$ cat src/rtl/uart_tx_serializer.sv
// UART transmit serializer: pulls bytes from a TX FIFO and shifts out 16x-oversampled
// start/data/parity/stop frames on a registered txd line, with break override.
module uart_tx_serializer (
   input  logic       clk,
   input  logic       rst_n,
   input  logic       baud_tick,
   input  logic       fifo_empty,
   input  logic [7:0] fifo_rd_data,
   input  logic       fifo_rd_valid,
   output logic       fifo_rd_en,
   input  logic [1:0] wls,
   input  logic       stb,
   input  logic       pen,
   input  logic       eps,
   input  logic       stick_par,
   input  logic       set_break,
   output logic       txd,
   output logic       tx_busy,
   output logic       temt
);

   // state  | meaning
   // IDLE   | line high, waiting for FIFO data
   // FETCH  | read issued, waiting for fifo_rd_valid
   // START  | start bit (low) for one bit period
   // DATA   | N data bits, LSB first
   // PARITY | optional parity bit
   // STOP   | stop bit(s): 16, 24 or 32 ticks high
   typedef enum logic [2:0] {
      S_IDLE,
      S_FETCH,
      S_START,
      S_DATA,
      S_PARITY,
      S_STOP
   } state_t;

   state_t     state;
   logic [3:0] tick_cnt;
   logic [2:0] bit_cnt;
   logic [7:0] shift_reg;
   logic [1:0] wls_q;
   logic       stb_q;
   logic       pen_q;
   logic       par_q;
   logic       line_q;

   logic [7:0] data_mask;
   logic       par_calc;
   logic       bit_end;
   logic       stop_end;
   logic [2:0] last_bit;
   logic       line_nxt;

   // Index of the final data bit is 4+wls, i.e. {1, wls}.
   assign last_bit = {1'b1, wls_q};
   assign bit_end  = baud_tick && (tick_cnt == 4'd15);

   always_comb begin
      data_mask = 8'hFF;
      case (wls)
         2'b00:   data_mask = 8'h1F;
         2'b01:   data_mask = 8'h3F;
         2'b10:   data_mask = 8'h7F;
         default: data_mask = 8'hFF;
      endcase
      if (stick_par)
         par_calc = ~eps;
      else if (eps)
         par_calc = ^(fifo_rd_data & data_mask);
      else
         par_calc = ~^(fifo_rd_data & data_mask);
   end

   always_comb begin
      stop_end = 1'b0;
      if (!stb_q)
         stop_end = (tick_cnt == 4'd15);
      else if (wls_q == 2'b00)
         stop_end = (bit_cnt == 3'd1) && (tick_cnt == 4'd7);
      else
         stop_end = (bit_cnt == 3'd1) && (tick_cnt == 4'd15);
   end

   // Line value the FSM will drive after this edge; txd registers it (or break).
   always_comb begin
      line_nxt = line_q;
      case (state)
         S_IDLE:   line_nxt = 1'b1;
         S_FETCH:  if (fifo_rd_valid) line_nxt = 1'b0;
         S_START:  if (bit_end) line_nxt = shift_reg[0];
         S_DATA: begin
            if (bit_end) begin
               if (bit_cnt == last_bit)
                  line_nxt = pen_q ? par_q : 1'b1;
               else
                  line_nxt = shift_reg[1];
            end
         end
         S_PARITY: if (bit_end) line_nxt = 1'b1;
         S_STOP:   line_nxt = 1'b1;
         default:  line_nxt = 1'b1;
      endcase
   end

   always_ff @(posedge clk or negedge rst_n) begin
      if (!rst_n) begin
         state      <= S_IDLE;
         tick_cnt   <= 4'd0;
         bit_cnt    <= 3'd0;
         shift_reg  <= 8'd0;
         wls_q      <= 2'd0;
         stb_q      <= 1'b0;
         pen_q      <= 1'b0;
         par_q      <= 1'b0;
         line_q     <= 1'b1;
         txd        <= 1'b1;
         fifo_rd_en <= 1'b0;
         tx_busy    <= 1'b0;
      end else begin
         fifo_rd_en <= 1'b0;
         line_q     <= line_nxt;
         txd        <= set_break ? 1'b0 : line_nxt;
         case (state)
            S_IDLE: begin
               if (!fifo_empty) begin
                  fifo_rd_en <= 1'b1;
                  tx_busy    <= 1'b1;
                  state      <= S_FETCH;
               end
            end
            S_FETCH: begin
               if (fifo_rd_valid) begin
                  shift_reg <= fifo_rd_data & data_mask;
                  wls_q     <= wls;
                  stb_q     <= stb;
                  pen_q     <= pen;
                  par_q     <= par_calc;
                  tick_cnt  <= 4'd0;
                  bit_cnt   <= 3'd0;
                  state     <= S_START;
               end
            end
            S_START: begin
               if (baud_tick) begin
                  tick_cnt <= tick_cnt + 4'd1;
                  if (tick_cnt == 4'd15) state <= S_DATA;
               end
            end
            S_DATA: begin
               if (baud_tick) begin
                  tick_cnt <= tick_cnt + 4'd1;
                  if (tick_cnt == 4'd15) begin
                     shift_reg <= shift_reg >> 1;
                     if (bit_cnt == last_bit) begin
                        bit_cnt <= 3'd0;
                        state   <= pen_q ? S_PARITY : S_STOP;
                     end else begin
                        bit_cnt <= bit_cnt + 3'd1;
                     end
                  end
               end
            end
            S_PARITY: begin
               if (baud_tick) begin
                  tick_cnt <= tick_cnt + 4'd1;
                  if (tick_cnt == 4'd15) state <= S_STOP;
               end
            end
            S_STOP: begin
               if (baud_tick) begin
                  if (stop_end) begin
                     tick_cnt <= 4'd0;
                     bit_cnt  <= 3'd0;
                     tx_busy  <= 1'b0;
                     state    <= S_IDLE;
                  end else begin
                     tick_cnt <= tick_cnt + 4'd1;
                     if (tick_cnt == 4'd15) bit_cnt <= bit_cnt + 3'd1;
                  end
               end
            end
            default: begin
               tx_busy <= 1'b0;
               state   <= S_IDLE;
            end
         endcase
      end
   end

   assign temt = fifo_empty & ~tx_busy;

endmodule

$ cat config.mk
export PLATFORM = sky130hd
export DESIGN_NAME = uart_tx_serializer
export DESIGN_NICKNAME = d
export VERILOG_FILES = /design/src/rtl/uart_tx_serializer.sv
export SDC_FILE = /design/constraint.sdc
export NUM_CORES = 1
export LEC_CHECK = 0
export BUFFER_PORTS_ARGS = -buffer_cell sky130_fd_sc_hd__buf_4
export CORE_UTILIZATION = 44
export CTS_CLUSTER_DIAMETER = 40
export CTS_CLUSTER_SIZE = 12
export DETAILED_ROUTE_END_ITERATION = 10
export REMOVE_ABC_BUFFERS = 1
export SLEW_MARGIN = 20
export SYNTH_ARGS = -nofsm -noshare
export SYNTH_HDL_FRONTEND = slang
export SYNTH_SLANG_ARGS = --single-unit
$ cat constraint.sdc
create_clock -name clk -period 6.15 [get_ports clk]
set_clock_uncertainty 0.15 [all_clocks]
set_input_delay 0.9225 -clock clk [delete_from_list [all_inputs] [get_ports clk]]
set_output_delay 0.9225 -clock clk [all_outputs]
set_load 0.02 [all_outputs]
==> results of run 1 <==
==> area by class of cell <==
type	instances	share of cell area [%]
multi-input combinational	143	49.0
sequential	27	35.5
timing repair buffer	23	9.03
tap	48	3.14
clock buffer	4	2.36
inverter	5	0.982
==> path summary, 6_finish.rpt <==
check                                          from  slack, ps  depth (start not counted)                       end
min reg2reg                shift_reg[5]$_DFFE_PN0P_        380                          2  shift_reg[5]$_DFFE_PN0P_
min in group asynchronous                     rst_n        400                          1       tx_busy$_DFFE_PN0P_
max in group asynchronous                     rst_n       5150                          1          line_q$_DFF_PN1_
max                                      fifo_empty       3760                          3                      temt
min                        shift_reg[5]$_DFFE_PN0P_        380                          2  shift_reg[5]$_DFFE_PN0P_
max reg2reg                    state[2]$_DFFE_PN0P_       3890                          5  shift_reg[4]$_DFFE_PN0P_
==> worst max-delay path, delay by kind of cell <==
family / cells / cell delay, ps
simple gates: 1 / 120
buf+inv: 2 / 270
==> synth_stat cells (4+ instances only) <==
| master | count | area share (%) |
|---|---|---|
| dfrtp_1 | 25 | 37 |
| buf_2 | 5 | 1.5 |
| a21oi_1 | 7 | 2.1 |
| xnor2_1 | 7 | 3.7 |
| clkbuf_1 | 4 | 0.90 |
| inv_1 | 5 | 1.1 |
| a31oi_1 | 8 | 3.0 |
| mux2_2 | 4 | 2.7 |
| nand3b_1 | 4 | 1.8 |
| nand2_1 | 23 | 5.2 |
| nand3_1 | 6 | 1.8 |
| nor2_1 | 16 | 3.6 |
| o21ai_0 | 7 | 2.1 |
==> where the power goes <==
part | internal [W] | total, W | switching (W)
combinational | 0.000150 | 0.000331 | 0.000180
sequential | 0.000253 | 0.000330 | 0.0000770
clock | 0.0000464 | 0.0000997 | 0.0000533
total | 0.000450 | 0.000761 | 0.000310
==> through the flow <==
step	setup slack (ps)	hold WS (ps)	instances	instance area (um2)
final	3760	383	250	1910
after detailed placement	3540	371	246	1870
after global placement	3590	351	246	1870
after floorplan	3760	326	175	1630
after global routing	3670	420	250	1910
after CTS	3760	391	250	1910
==> cell families (layout without fill, tap and decap cells) <==
group,count (synthesis),after routing,synth area share (%)
AO/OA/AOI/OAI,50,50,21.0
XOR/XNOR,8,8,5.01
adder cells (fa/ha/maj),3,3,2.24
buffers and inverters,14,32,3.51
flip-flops,27,27,40.5
multiplexers,7,7,4.56
AND/OR/NAND/NOR,75,75,23.2
==> metal layers <==
metal,up-vias,share of wire [%]
met1,695,44
met2,42,50
li1,705,-
met4,0,1.2
met3,5,4.9
met5,-,0
==> qor.yml, run 1 <==
nets: 226
met1_usage_pct: 23.9
grt_usage_pct: 19.7
hold_viol_final: 0
max_slew_margin_pct: 62.2
finalMaxSlewViolations: 0
gp_congestion: 0.898
postCtsSetupRepairBufs: 0
n_antenna_cell: 0
multi_input_area_um2: 937
grt_pass1_wl_um: 6320
clkLatencyLatePin_ps: 270
seq_area_um2: 678
cp-start-kind: "primary input"
cts_htree_levels: 1
area_delta_synth_final_pct: 14.2
largest_reg_flops: 8
clockBufferDepth: 2
core_area_mm2: 0.00366
routedWlPerCell_um: 14.6
worst_path_most_repeated_cell: "buf_4"
clk_pin_slew_ps: 90
antenna_found_initial: 0
worstMarginPinSlew_ps: 567
setup_viol: 0
drive_above_1_share_pct: 18.8
drc: 0
vdd_ir_drop_max_uv: 170
ys_async_sr_fraction_pct: 100
dr.first_iter.drc_count: 104
status: "completed"
finalSetupTns_ps: 0
post-route-util_pct: 52.2
viasPerCell: 5.79
cts_tree: "built"
power.density_mw_per_mm2: 398
syn_area_mm2: 0.00167
path_class: "in2out"
firstDrtPassIters: 5
yosysSeqAreaShare_pct: 40.5
cts-root-buf: "clkbuf_8"
mostFrequentLayoutCells: "dfrtp_1 (25), nand2_1 (23), buf_4 (23)"
layout_commonest_cell: "dfrtp_1"
grt_pass1_vias: 1429
initial_core_util_pct: 45.7
hold_buffers: 0
gr-usage-met3_pct: 3.08
fp.dieH_um: 63.7
rows: 22
n_fill_cell: 347
cts_sinks: 27
use_met2_pct: 35.2
dieArea_mm2: 0.00406
end_kind: "output port"
crit_slowest_cell: "buf_4"
cp_data_arrival_time_ps: 1320
num_vias: 1447
crit_chain: "buf_4, nor2b_1, buf_4"
dp.final_hpwl_um: 2670
slowest_delay_ps: 150
ant_nets: 0
max_freq_mhz: 419
period_share_pct: 38.8
grt_overflow: 0
hp-class: "reg2reg"
ys.warnings.count: 0
p_total_w: 0.000761
grt_start_max_net_pins: 28
port-buffer-count: 23
synth_cell_types: 52
critPathRequiredTime_ps: 5080
ys_ff_latch: 27
numCtsBuffers: 3
cts-resized-gates: 0
max-cap-violations: 0
critical_path.max_fanout: 3
rsz0062_at_grt: "false"
ioPinCount: 24
synth.avg_cell_area_um2: 9.10
synthCells: 184
min_period_ps: 2390
routed_wl_um: 3640
grt-busiest-layer: "met2"
die_w_um: 63.7
leakage_nw: 0.838
synth-main-ff-cell: "dfrtp_1"
synth-edff-count: 0
(Power assumes the default switching activity.)
==> run 2, diff against run 1 <==
clock period = 2.4 ns   (was 6.15 ns; I/O delays follow)
==> run 2 against run 1 <==
Effect of this change:
- power rose to 2.6 times the previous value
- highest routed layer unchanged
- die area did not move
- critical path type is now reg2reg
- count of clock-buffer cells in the layout did not move
- sequential cell count did not move
==> qor.yml, run 2 (same netlist as run 1, synthesis figures left out) <==
ant_nets: 0
rows: 22
status: "completed"
power.density_mw_per_mm2: 1010
max_slew_margin_pct: 61.7
cts_tree: "built"
dieArea_mm2: 0.00406
port-buffer-count: 23
reg2reg_depth: 5
routed_wl_um: 3570
clk_pin_slew_ps: 100
cts-root-buf: "clkbuf_8"
firstDrtPassIters: 4
postCtsSetupRepairBufs: 0
critPathRequiredTime_ps: 2410
rsz0062_at_grt: "false"
initial_core_util_pct: 45.7
end_kind: "flop"
crit_path_start: "tick_cnt[3]$_DFFE_PN0P_"
finalMaxSlewViolations: 0
viasPerCell: 5.81
cts_sinks: 27
gp_congestion: 0.826
routedWlPerCell_um: 14.1
grt_start_max_net_pins: 28
r2r_setup_slack_ps: 250
grt_overflow: 0
reg2reg_from: "tick_cnt[3]$_DFFE_PN0P_"
grt_usage_pct: 19.7
dp_slack_ps: 276
hp-class: "in2reg"
min_period_ps: 2150
fp.dieH_um: 63.7
largest_reg_flops: 8
whs_path_depth: 2
finalSetupTns_ps: 0
post-route-util_pct: 53.1
clkLatencyLatePin_ps: 270
dr.first_iter.drc_count: 123
max-cap-violations: 0
antenna_found_initial: 0
path_class: "reg2reg"
core_area_mm2: 0.00366
grt_pass1_vias: 1359
hold-worst-slack_ps: 40.1
nets: 230
area_delta_synth_final_pct: 16.1
mostFrequentLayoutCells: "buf_4 (26), dfrtp_1 (25), nand2_1 (23)"
min_delay_worst_endpoint: "txd$_DFF_PN1_"
die_w_um: 63.7
drive_above_1_share_pct: 19.9
layout_commonest_cell: "buf_4"
grt_pass1_wl_um: 6280
worstMarginPinSlew_ps: 575
fin_ws_ps: 251
setup_viol: 0
hold_viol_final: 0
ioPinCount: 24
cts_htree_levels: 1
hold_start: "set_break"
dpl_cell_area_mm2: 0.00189
r2r_end: "state[0]$_DFFE_PN0P_"
drc: 0
critical_path.max_fanout: 7
dp.final_hpwl_um: 2670
period_share_pct: 89.5
cp-start-kind: "flop"
clockBufferDepth: 2
cp_data_arrival_time_ps: 2160
numCtsBuffers: 3
leakage_nw: 0.857
finalInstanceArea_mm2: 0.00194
num_vias: 1475
vdd_ir_drop_max_uv: 376
max_freq_mhz: 465
n_antenna_cell: 0
-- run 2: cell count changes in the layout (fill, tap and decap cells not counted) --
cell           previous run  this run
dlygate4sd3_1             0         1
buf_4                    23        26
-- run 2: how the worst max path moves through the flow --
stage / end / cells after the start
after CTS: state[0]$_DFFE_PN0P_ / 5
after global routing: tick_cnt[3]$_DFFE_PN0P_ / 5
after global placement: state[0]$_DFFE_PN0P_ / 5
final: state[0]$_DFFE_PN0P_ / 5
after detailed placement: bit_cnt[2]$_DFFE_PN0P_ / 5
after floorplan: state[0]$_DFFE_PN0P_ / 5
-- run 2: layout make-up --
class	instances	area (um2)
Inverter	5	18.8
Sequential cell	27	678
Timing Repair Buffer	27	205
Fill cell	335	1720
Clock buffer	4	45.0
Tap cell	48	60.1
Multi-Input combinational cell	143	937
-- run 2: critical path, cell delays in order, from the launching register on --
cell	delay, ps
dfrtp_1	450
or3_4	420
a211oi_4	320
o22ai_2	180
nor3_2	190
mux2_1	330
-- run 2: power breakdown --
group / switching, W / total (W) / internal (W)
clock: 0.000141 / 0.000260 / 0.000119
combinational: 0.000461 / 0.000864 / 0.000403
sequential: 0.000197 / 0.000846 / 0.000649
-- run 2: metal layers --
metal	up-vias	global-route usage, %	part of all wire (%)
li1	712	-	-
met4	0	5.11	0.62
met2	59	32.8	47
met5	-	0	0
met1	702	26.9	47
met3	2	2.36	5.6
-- run 2: what timing repair did --
action                    in CTS  in global routing
gates resized for setup        0                  0
hold buffers                   1                  0
hold endpoints to repair      25                  0
-- run 2: through the flow --
step | instances | power (W)
final | 254 | 0.00197
after global routing | 254 | 0.00214
after CTS | 254 | 0.00198
after detailed placement | 249 | 0.00172
after global placement | 249 | 0.00169
after floorplan | 175 | 0.00144
==> run 3, diff against run 2 <==
CORE_UTILIZATION = 55   (was 44)
PLACE_DENSITY = 0.77   (was default)
SLEW_MARGIN = default   (was 20)
==> run 3 against run 2 <==
Effect of this change:
- the flow now finishes with violations (design-rule violations)
- die area down 19%
- worst setup slack better by 9.2 ps
- via count down 1.5%
- combinational power about the same
- sequential cell count unchanged
- hold slack better by 1.9 ps
- non-clock buffer count up 1
- clock power down 26%
- final cell count down 6.3%
- core utilization up 15 points
- first-iteration DRC count down 37%
- largest power group unchanged
==> qor.yml, run 3 (same netlist as run 1, synthesis figures left out) <==
status: "finished, violations left"
layout_commonest_cell: "buf_4"
dieArea_mm2: 0.00327
max_slew_margin_pct: 61.6
critPathRequiredTime_ps: 2500
finalSetupTns_ps: 0
combPwrFrac_pct: 45.2
rsz0062_at_grt: "false"
vdd_ir_drop_max_uv: 679
crit_path_start: "tick_cnt[0]$_DFFE_PN0P_"
swShare_pct: 41.4
routed_wl_um: 3460
area_delta_synth_final_pct: 14.3
cts_htree_levels: 1
ioPinCount: 24
power.density_mw_per_mm2: 996
drc: 1
dpl_cell_area_mm2: 0.00187
hold_start: "fifo_empty"
firstDrtPassIters: 9
clk_pin_slew_ps: 130
routedWlPerCell_um: 14.5
max_freq_mhz: 467
clkLatencyLatePin_ps: 320
cts-root-buf: "clkbuf_4"
hp-class: "in2reg"
fp.dieH_um: 57.2
port-buffer-count: 23
post-route-util_pct: 67.7
ant_nets: 0
numCtsBuffers: 3
rows: 19
cp-start-kind: "flop"
die_w_um: 57.2
viasPerCell: 6.11
initial_core_util_pct: 59.2
hold_buffers: 2
critical_path.max_fanout: 5
n_antenna_cell: 0
min_period_ps: 2140
end_kind: "flop"
nets: 231
grt_overflow: 0
gp_congestion: 0.941
reg2reg_from: "tick_cnt[0]$_DFFE_PN0P_"
finalInstanceArea_mm2: 0.00191
grt_start_max_net_pins: 28
cts_sinks: 27
grt_pass1_vias: 1308
path_class: "reg2reg"
grt_usage_pct: 23.0
finalMaxSlewViolations: 0
largest_reg_flops: 8
max-cap-violations: 0
antenna_found_initial: 0
cts-resized-gates: 0
internal_power_w: 0.00112
period_share_pct: 89.1
p_clk_share_pct: 10.1
worstMarginPinSlew_ps: 576
cp_data_arrival_time_ps: 2240
seqPwrFrac_pct: 44.6
postCtsSetupRepairBufs: 0
drive_above_1_share_pct: 19.8
power_switching_w: 0.000790
leakage_nw: 0.854
setup_viol: 0
dp.final_hpwl_um: 2670
mostFrequentLayoutCells: "buf_4 (26), dfrtp_1 (25), nand2_1 (23)"
failed_checks: "design-rule violations"
clockBufferDepth: 2
grt_pass1_wl_um: 5890
num_vias: 1453
cts_tree: "built"
core_area_mm2: 0.00283
dr.first_iter.drc_count: 78
hold_viol_final: 0
## run 3: cell count changes in the layout (fill, tap and decap cells not counted)
cell | previous run | this run
clkbuf_4 | 0 | 3
dlygate4sd3_1 | 1 | 2
clkbuf_8 | 3 | 0
## run 3: final timing paths
kind / endpoint / slack [ps] / cells after the start
worst max-delay path: bit_cnt[2]$_DFFE_PN0P_ / 260 / 5
worst min-delay path: fifo_rd_en$_DFF_PN0_ / 40 / 2
worst max register to register: bit_cnt[2]$_DFFE_PN0P_ / 260 / 5
worst min register to register: shift_reg[6]$_DFFE_PN0P_ / 390 / 2
max in group asynchronous: txd$_DFF_PN1_ / 1490 / 2
min in group asynchronous: fifo_rd_en$_DFF_PN0_ / 310 / 2
## run 3: power groups by stage
stage	clock, W	sequential, W	combinational, W
after global placement	0	0.000842	0.000823
final	0.000193	0.000851	0.000863
after CTS	0.000203	0.000847	0.000863
after global routing	0.000214	0.000882	0.000971
after detailed placement	0	0.000858	0.000858
after floorplan	0	0.000823	0.000618
## run 3: critical path, cell delays in order, from the launching register on
cell and delay, ps:
dfrtp_1 440, ha_1 250, and3_1 240, or4b_1 600, and2_1 220, o211ai_1 170
## run 3: final cells by class
type | count | area (um2)
Clock buffer | 4 | 26.3
Timing Repair Buffer | 28 | 215
Sequential cell | 27 | 678
Fill cell | 235 | 915
Inverter | 5 | 18.8
Tap cell | 31 | 38.8
Multi-Input combinational cell | 143 | 937
## run 3: through the flow
step	worst slack, ps	hold WS (ps)	std cells	power [W]
global placement	332	136	232	0.00167
finish	260	42.1	238	0.00191
floorplan	388	-85.6	175	0.00144
global route	110	25.7	238	0.00207
detailed placement	291	141	232	0.00172
CTS	266	29.5	238	0.00191
## run 3: layer usage
| metal | vias to the layer above | global-route usage [%] | wire length [um] |
|---|---|---|---|
| met5 | - | 0 | 0 |
| met4 | 0 | 4.18 | 18 |
| met3 | 2 | 4.76 | 215 |
| met2 | 56 | 37.5 | 1640 |
| met1 | 677 | 32.3 | 1580 |
| li1 | 718 | - | - |
